### config.mk
export PLATFORM = sky130hd
export DESIGN_NAME = saida_dados_display
export DESIGN_NICKNAME = d
export VERILOG_FILES = /design/src/rtl/saida_dados_display.sv
export SDC_FILE = /design/constraint.sdc
export NUM_CORES = 1
export LEC_CHECK = 0
export ABC_AREA = 1
export CAP_MARGIN = 20
export CORE_MARGIN = 5
export CORE_UTILIZATION = 44
export CTS_CLUSTER_SIZE = 20
export DETAILED_ROUTE_END_ITERATION = 8
export HOLD_SLACK_MARGIN = 0.05
export PLACE_DENSITY = 0.7
export SYNTH_ARGS = -nofsm -noshare
export SYNTH_HDL_FRONTEND = slang
export SYNTH_SLANG_ARGS = --single-unit
### constraint.sdc
create_clock -name clock -period 1.47 [get_ports clock]
set_input_delay 0.147 -clock clock [delete_from_list [all_inputs] [get_ports clock]]
set_output_delay 0.147 -clock clock [all_outputs]
set_load 0.02 [all_outputs]
### src/rtl/saida_dados_display.sv
// Converts a 32-bit two's-complement value into three BCD display digits with a sign flag, using a double-dabble conversion.
// Optional build macro SATURACAO_DISPLAY_EN: clamps magnitudes above 999 to 9,9,9 and raises saturado.
module saida_dados_display (
  input  logic        clock,
  input  logic        reset,
  input  logic [31:0] dado,
  input  logic        pedidoSaida,
  output logic        ocupado,
  output logic        pronto,
  output logic [3:0]  centena,
  output logic [3:0]  dezena,
  output logic [3:0]  unidade,
  output logic        indicaNegativo,
  output logic        saturado
);

  typedef enum logic [1:0] {
    OCIOSO   = 2'd0,
    CONVERTE = 2'd1,
    PUBLICA  = 2'd2
  } estado_t;

  estado_t     estadoReg, estadoNext;
  logic [39:0] bcdReg;
  logic [31:0] magReg;
  logic        sinalReg;
  logic [5:0]  contReg;

  logic [31:0] magEntrada;
  logic [39:0] bcdAjustado;
  logic [71:0] deslocado;
  logic [3:0]  centenaNext, dezenaNext, unidadeNext;
  logic        saturadoNext;

  // Negating 0x80000000 wraps back to 0x80000000, which read as unsigned is the correct magnitude.
  assign magEntrada = dado[31] ? (~dado + 32'd1) : dado;

  genvar gi;
  generate
    for (gi = 0; gi < 10; gi++) begin : g_ajuste
      assign bcdAjustado[gi*4 +: 4] = (bcdReg[gi*4 +: 4] >= 4'd5) ?
                                      (bcdReg[gi*4 +: 4] + 4'd3) : bcdReg[gi*4 +: 4];
    end
  endgenerate

  assign deslocado = {bcdAjustado, magReg} << 1;
  assign ocupado   = (estadoReg != OCIOSO);

  always_comb begin
    estadoNext = estadoReg;
    case (estadoReg)
      OCIOSO:   if (pedidoSaida) estadoNext = CONVERTE;
      CONVERTE: if (contReg == 6'd31) estadoNext = PUBLICA;
      PUBLICA:  estadoNext = OCIOSO;
      default:  estadoNext = OCIOSO;
    endcase
  end

`ifdef SATURACAO_DISPLAY_EN
  // Any nonzero digit from thousands upward means the magnitude exceeds 999.
  always_comb begin
    saturadoNext = |bcdReg[39:12];
    centenaNext  = saturadoNext ? 4'd9 : bcdReg[11:8];
    dezenaNext   = saturadoNext ? 4'd9 : bcdReg[7:4];
    unidadeNext  = saturadoNext ? 4'd9 : bcdReg[3:0];
  end
`else
  always_comb begin
    saturadoNext = 1'b0;
    centenaNext  = bcdReg[11:8];
    dezenaNext   = bcdReg[7:4];
    unidadeNext  = bcdReg[3:0];
  end
`endif

  always_ff @(posedge clock) begin
    if (reset) begin
      estadoReg      <= OCIOSO;
      bcdReg         <= '0;
      magReg         <= '0;
      sinalReg       <= 1'b0;
      contReg        <= '0;
      pronto         <= 1'b0;
      centena        <= '0;
      dezena         <= '0;
      unidade        <= '0;
      indicaNegativo <= 1'b0;
      saturado       <= 1'b0;
    end else begin
      estadoReg <= estadoNext;
      pronto    <= 1'b0;
      case (estadoReg)
        OCIOSO: begin
          if (pedidoSaida) begin
            magReg   <= magEntrada;
            sinalReg <= dado[31];
            bcdReg   <= '0;
            contReg  <= '0;
          end
        end
        CONVERTE: begin
          {bcdReg, magReg} <= deslocado;
          contReg          <= contReg + 6'd1;
        end
        PUBLICA: begin
          centena        <= centenaNext;
          dezena         <= dezenaNext;
          unidade        <= unidadeNext;
          saturado       <= saturadoNext;
          indicaNegativo <= sinalReg;
          pronto         <= 1'b1;
        end
        default: ;
      endcase
    end
  end

endmodule

Yosys cells after proc, flatten, opt, wreduce, memory -nomap -nowiden --
Index checks and enable logic that the tools add are counted.
Word-level totals: register bits after elaboration 95, input port bits 35, output and inout port bits 16, word-level logic and storage cells 65
Operators by class: add/sub/neg operators 12, magnitude comparators 10, equal/unequal tests 5, mux-type cells 21, bitwise logic cells 1, reductions and logical operators 6
Operators by type and width (count):
- $pmux W40 S2 | 1
- $mux W32 | 2
- $pmux W32 S2 | 1
- $ge A4 B3 Y1 const B | 10
- $mux W40 | 1
- $add A4 B2 Y4 const B | 9
- $mux W4 | 9
- $add A32 B1 Y32 const B | 1
- $not A32 Y32 | 1
- $pmux W6 S2 | 1
- $add A6 B1 Y6 const B | 1
- $eq A6 B5 Y1 const B | 1
- $mux W6 | 1
- $reduce_and A2 Y1 | 3
- $mux W2 | 2
- $ne A2 B2 Y1 const B | 2
- $pmux W2 S2 | 1
- $reduce_bool A2 Y1 | 2
- $add A3 B2 Y3 const B | 1
- $mux W3 | 1
- $eq A2 B1 Y1 const B | 1
- $eq A2 B2 Y1 const B | 1
- $logic_not A2 Y1 | 1
- $mux W1 | 1

Logic depth before layout (Yosys ltp) --
depth after elaboration 5, depth in mapped cells 12

Worst setup path before layout --
Ideal clock, no wire load.
path kind reg2reg, start reg bcdReg[0], end reg bcdReg[4], setup time 0.065 ns, data arrival time 1.200 ns, required time 1.405 ns, setup slack 0.205 ns, stages on the path, launching flop included 10, path buffers 0, period minus slack after synthesis 1.265 ns, cell sequence dfxtp_1 > inv_1 > ha_1 > nor2_1 > inv_1 > nand3_1 > inv_1 > nor3_1 > a21oi_1 > nor2_1
Between the ends: cells in the longest elaborated chain, start to end 3, elaborated cells between the ends (all ways) 4, those cells by class 1 x add/sub; 1 x order compare; 2 x mux
RTL lines:
- start, declared | RTL line 24 | logic [39:0] bcdReg;
- start signal, assigned | RTL line 102 | {bcdReg, magReg} <= deslocado;
- $add A4 B2 Y4 / $ge A4 B3 Y1 (equally long branches) | RTL line 42, 41
- $mux W4 (*) | RTL line 41 | assign bcdAjustado[gi*4 +: 4] = (bcdReg[gi*4 +: 4] >= 4'd5) ?
- $pmux W40 S2 (*) | RTL line 92 | case (estadoReg)
Mark *: on every way between the ends. The rest lies on a longest branch, timed or not. A chain may end at the register's enable or synchronous reset.

Worst setup path in the final report --
start reg estadoReg[1], end reg magReg[31]
Between the ends: cells in the longest elaborated chain, start to end 3, elaborated cells between the ends (all ways) 6, those cells by class 2 x eq/ne; 1 x mux; 3 x reduce/logical
RTL lines:
- start, declared | RTL line 23 | estado_t estadoReg, estadoNext;
- start signal, assigned | RTL line 90 | estadoReg <= estadoNext;
- $eq A2 B1 Y1 / $logic_not A2 Y1 (equally long branches) | RTL line 92
- $reduce_bool A2 Y1 (no line) / $ne A2 B2 Y1 (equally long branches)
- $reduce_and A2 Y1 (no line)
- end signal, assigned | RTL line 95 | magReg <= magEntrada;
- end signal, assigned | RTL line 102
- end, declared | RTL line 25 | logic [31:0] magReg;
Several ways; a longest one is shown, not always the timed one.

==> summary.md <==
| Metric | Value |
|---|---|
| Outcome | `finished, final reports clean` |
| Hold Buf Count CTS | `0` |
| Gr ovfl total | `0` |
| DRT iter0 DRCs | `244` |
| Largest net degree at the start of global routing | `51` |
| Rows | `34` |
| Overall die height | `103 um` |
| GP Congestion | `0.978` |
| Yosys warns | `0` |
| Post-DRT Antenna Nets | `0` |
| Shortest period the worst path allows | `1460 ps` |
| Worst-case reg-to-reg path depth | `6` |
| Clock Skews | `7.77 ps` |
| Mapped cell area | `~3800 um^2` |
| CTS Root Cell | `clkbuf_8` |
| # diodes | `0` |
| Final hold vios | `0` |
| Synth Area per Inst | `approximately 7 um^2` |
| Multi-input logic area | `approximately 2300 um^2` |
| Worst hold stages | `3` |
| Die area | `10,700 um^2` |
| WP data arrival | `1720 ps` |
| Synth unique cells | `38` |
| Dpl hpwl | `7.50 mm` |
| WL final | `~10 mm` |
| Power Dens Cells | `between 800 and 900 nW/um^2` |
| Reg area | `1350 um^2` |
| Max FO, Critical Path | `3` |
| Worst VDD drop | `0.000362 V` |
| First-pass GRT wire length | `around 16 mm` |
| EDFF count, synth | `0` |
| Unrepaired setup endpoints after global routing | `true` |
| Yosys reg bits | `67` |
| Max-cap violations | `0` |
| Length of the first detailed-routing pass in iterations | `5` |
| Fillers | `753` |
| Endpoints failing setup | `0` |
| Commonest cells post-synth | `115 x nand2_1, 67 x dfxtp_1, 67 x nand3_1` |
| Antenna violations before repair | `0` |
| # DRC | `0` |
| Max clock buf depth | `2` |
| Nets | `712` |
| Sequential fraction of the synthesis area | `34.9%` |
| CTS tree | `built` |
| Vias per cell | `5.20` |
| Syn_nets | `607` |
| Area delta synth->final | `38.7%` |
| Worst Hold Class | `input pin to flop` |
| DR WL/cell | `12.8 um` |
| Main synth FF type | `dfxtp_1` |
| F_max | `687 MHz` |
| Core area | `~8600 um^2` |
| Total GRT Usage | `19.1%` |
| Final slew viol count | `0` |
| Vias in the first global route | `about 3.7k` |
| IO buf count | `49` |
| CTS Buf Count | `9` |
| Top cells by area, synth | `dfxtp_1 35%, nand2_1 11%, nand3_1 8.7%` |
| Worst Setup End Kind | `flop` |
| Initial Util | `44.7%` |
| Die width | `103 um` |
| Final Power | `0.00436 W` |
| Syn Inst Count | `between 500 and 600` |
| Final core occ | `61.9%` |
| Clk_lat worst skew | `340 ps` |
| Critical path launch point type | `flop` |
| CTS H-Tree Depth | `3` |
| Critical path type | `flop to flop` |
| Count leader, synth | `nand2_1` |
| Yosys top cell area share | `34.9%` |
| Fraction of registers with async set/reset | `0%` |
| I/O Pins | `51` |
| Worst path required time | `between 1500 and 2000 ps` |
| Clock slew at reported path FFs | `roughly 70 ps` |
| Leak | `2.30 nW` |
| Sink Count | `67` |
| Final worst-path cycle share | `99.0%` |
| Via count | `4,064` |
| Largest area contributor in the netlist | `dfxtp_1` |
| Share of layout cells above drive strength 1 | `between 20 and 25%` |
## power breakdown
| part | switching (W) | internal (W) | leakage, nW |
|---|---|---|---|
| clock | 0.000676 | 0.000916 | 0.108 |
| sequential | 0.0000430 | 0.00189 | 0.547 |
| combinational | 0.000445 | 0.000389 | 1.65 |
| total | 0.00116 | 0.00320 | 2.30 |
## per-layer routing
layer  wire (um)  vias up  global-route usage, %
li1            -     2094                      -
met1        4650     1856                   24.9
met2        4720       95                   32.0
met3         445       19                   4.09
met4         195        0                   4.98
met5           0        -                      0
## metrics by stage
stage / instances / area, um^2 / hold WS [ps] / TNS [ps] / worst slack (ps)
2_1_floorplan: 564 / 3840 / 295 / 0 / 205
3_3_place_gp: 765 / 4940 / 447 / -5770 / -280
3_5_place_dp: 765 / 4940 / 454 / -6980 / -325
4_1_cts: 781 / 5150 / 390 / 0 / 2.28
5_1_grt: 782 / 5320 / 110 / -317 / -109
6_report: 782 / 5320 / 119 / 0 / 14.2
## registers in the layout, summed over array words and instances, names as in the netlist
name            count
dezena              4
bcdReg             12
sinalReg            1
contReg             6
pronto              1
magReg             32
estadoReg           2
indicaNegativo      1
unidade             4
centena             4
## what timing repair did
item,4_1_cts,5_1_grt
resized for setup,1,48
pin swaps,0,10
setup endpoints to repair,1,32
setup buffers,0,1
## layout make-up
class	instances	area share, %
Multi-Input combinational cell	407	42.4
Sequential cell	67	25.3
Timing Repair Buffer	122	21.4
Inverter	62	4.37
Clock buffer	12	3.10
Tap cell	108	2.54
Clock inverter	4	0.893
## cells by family (layout without fill, tap and decap cells)
kind of cell / after synthesis / count (layout) / synth area share (%)
buffers and inverters: 90 / 200 / 9.65
AO/OA/AOI/OAI: 130 / 130 / 19.5
other: 1 / 1 / 0.0977
XOR/XNOR: 5 / 5 / 1.34
flip-flops: 67 / 67 / 34.9
AND/OR/NAND/NOR: 263 / 263 / 31.9
adder cells (fa/ha/maj): 8 / 8 / 2.61
## critical path, stage by stage (launching register included)
cell,delay [ps]
dfxtp_1,350
nor2_2,180
nand2_4,70
buf_4,140
nor4_1,320
nand4_1,180
a21oi_1,140
## worst paths after layout
check	slack, ps	from	end
worst max-delay path	10	estadoReg[1]	magReg[31]
worst min-delay path	120	dado[0]	magReg[0]
worst max register to register	10	estadoReg[1]	magReg[31]
worst min register to register	460	magReg[0]	magReg[0]
## cell usage in the layout (no fill, tap or decap), types with 2 or more instances in the layout
master           instances
nor2_2                  13
o21ai_0                 33
nand2_4                  5
nand3_1                 59
inv_2                    5
a31oi_1                 10
clkinv_2                 2
nor2_4                   6
buf_4                   67
ha_1                     7
dlymetal6s2s_1          11
clkbuf_8                12
nand2_2                  6
nor3_1                   2
nand3b_1                 2
nor2_1                  32
a221oi_1                 2
and2_1                   2
nor3_2                   4
xor2_1                   4
dfxtp_1                 64
o211ai_1                 2
a22oi_1                 23
inv_1                   57
buf_12                   6
dfxtp_2                  3
a21oi_2                  4
a21oi_1                 51
clkdlybuf4s50_1         37
nand2_1                112
nand4_1                  8
nand3_2                  9
No activity file was read; power rests on OpenSTA's default activity.
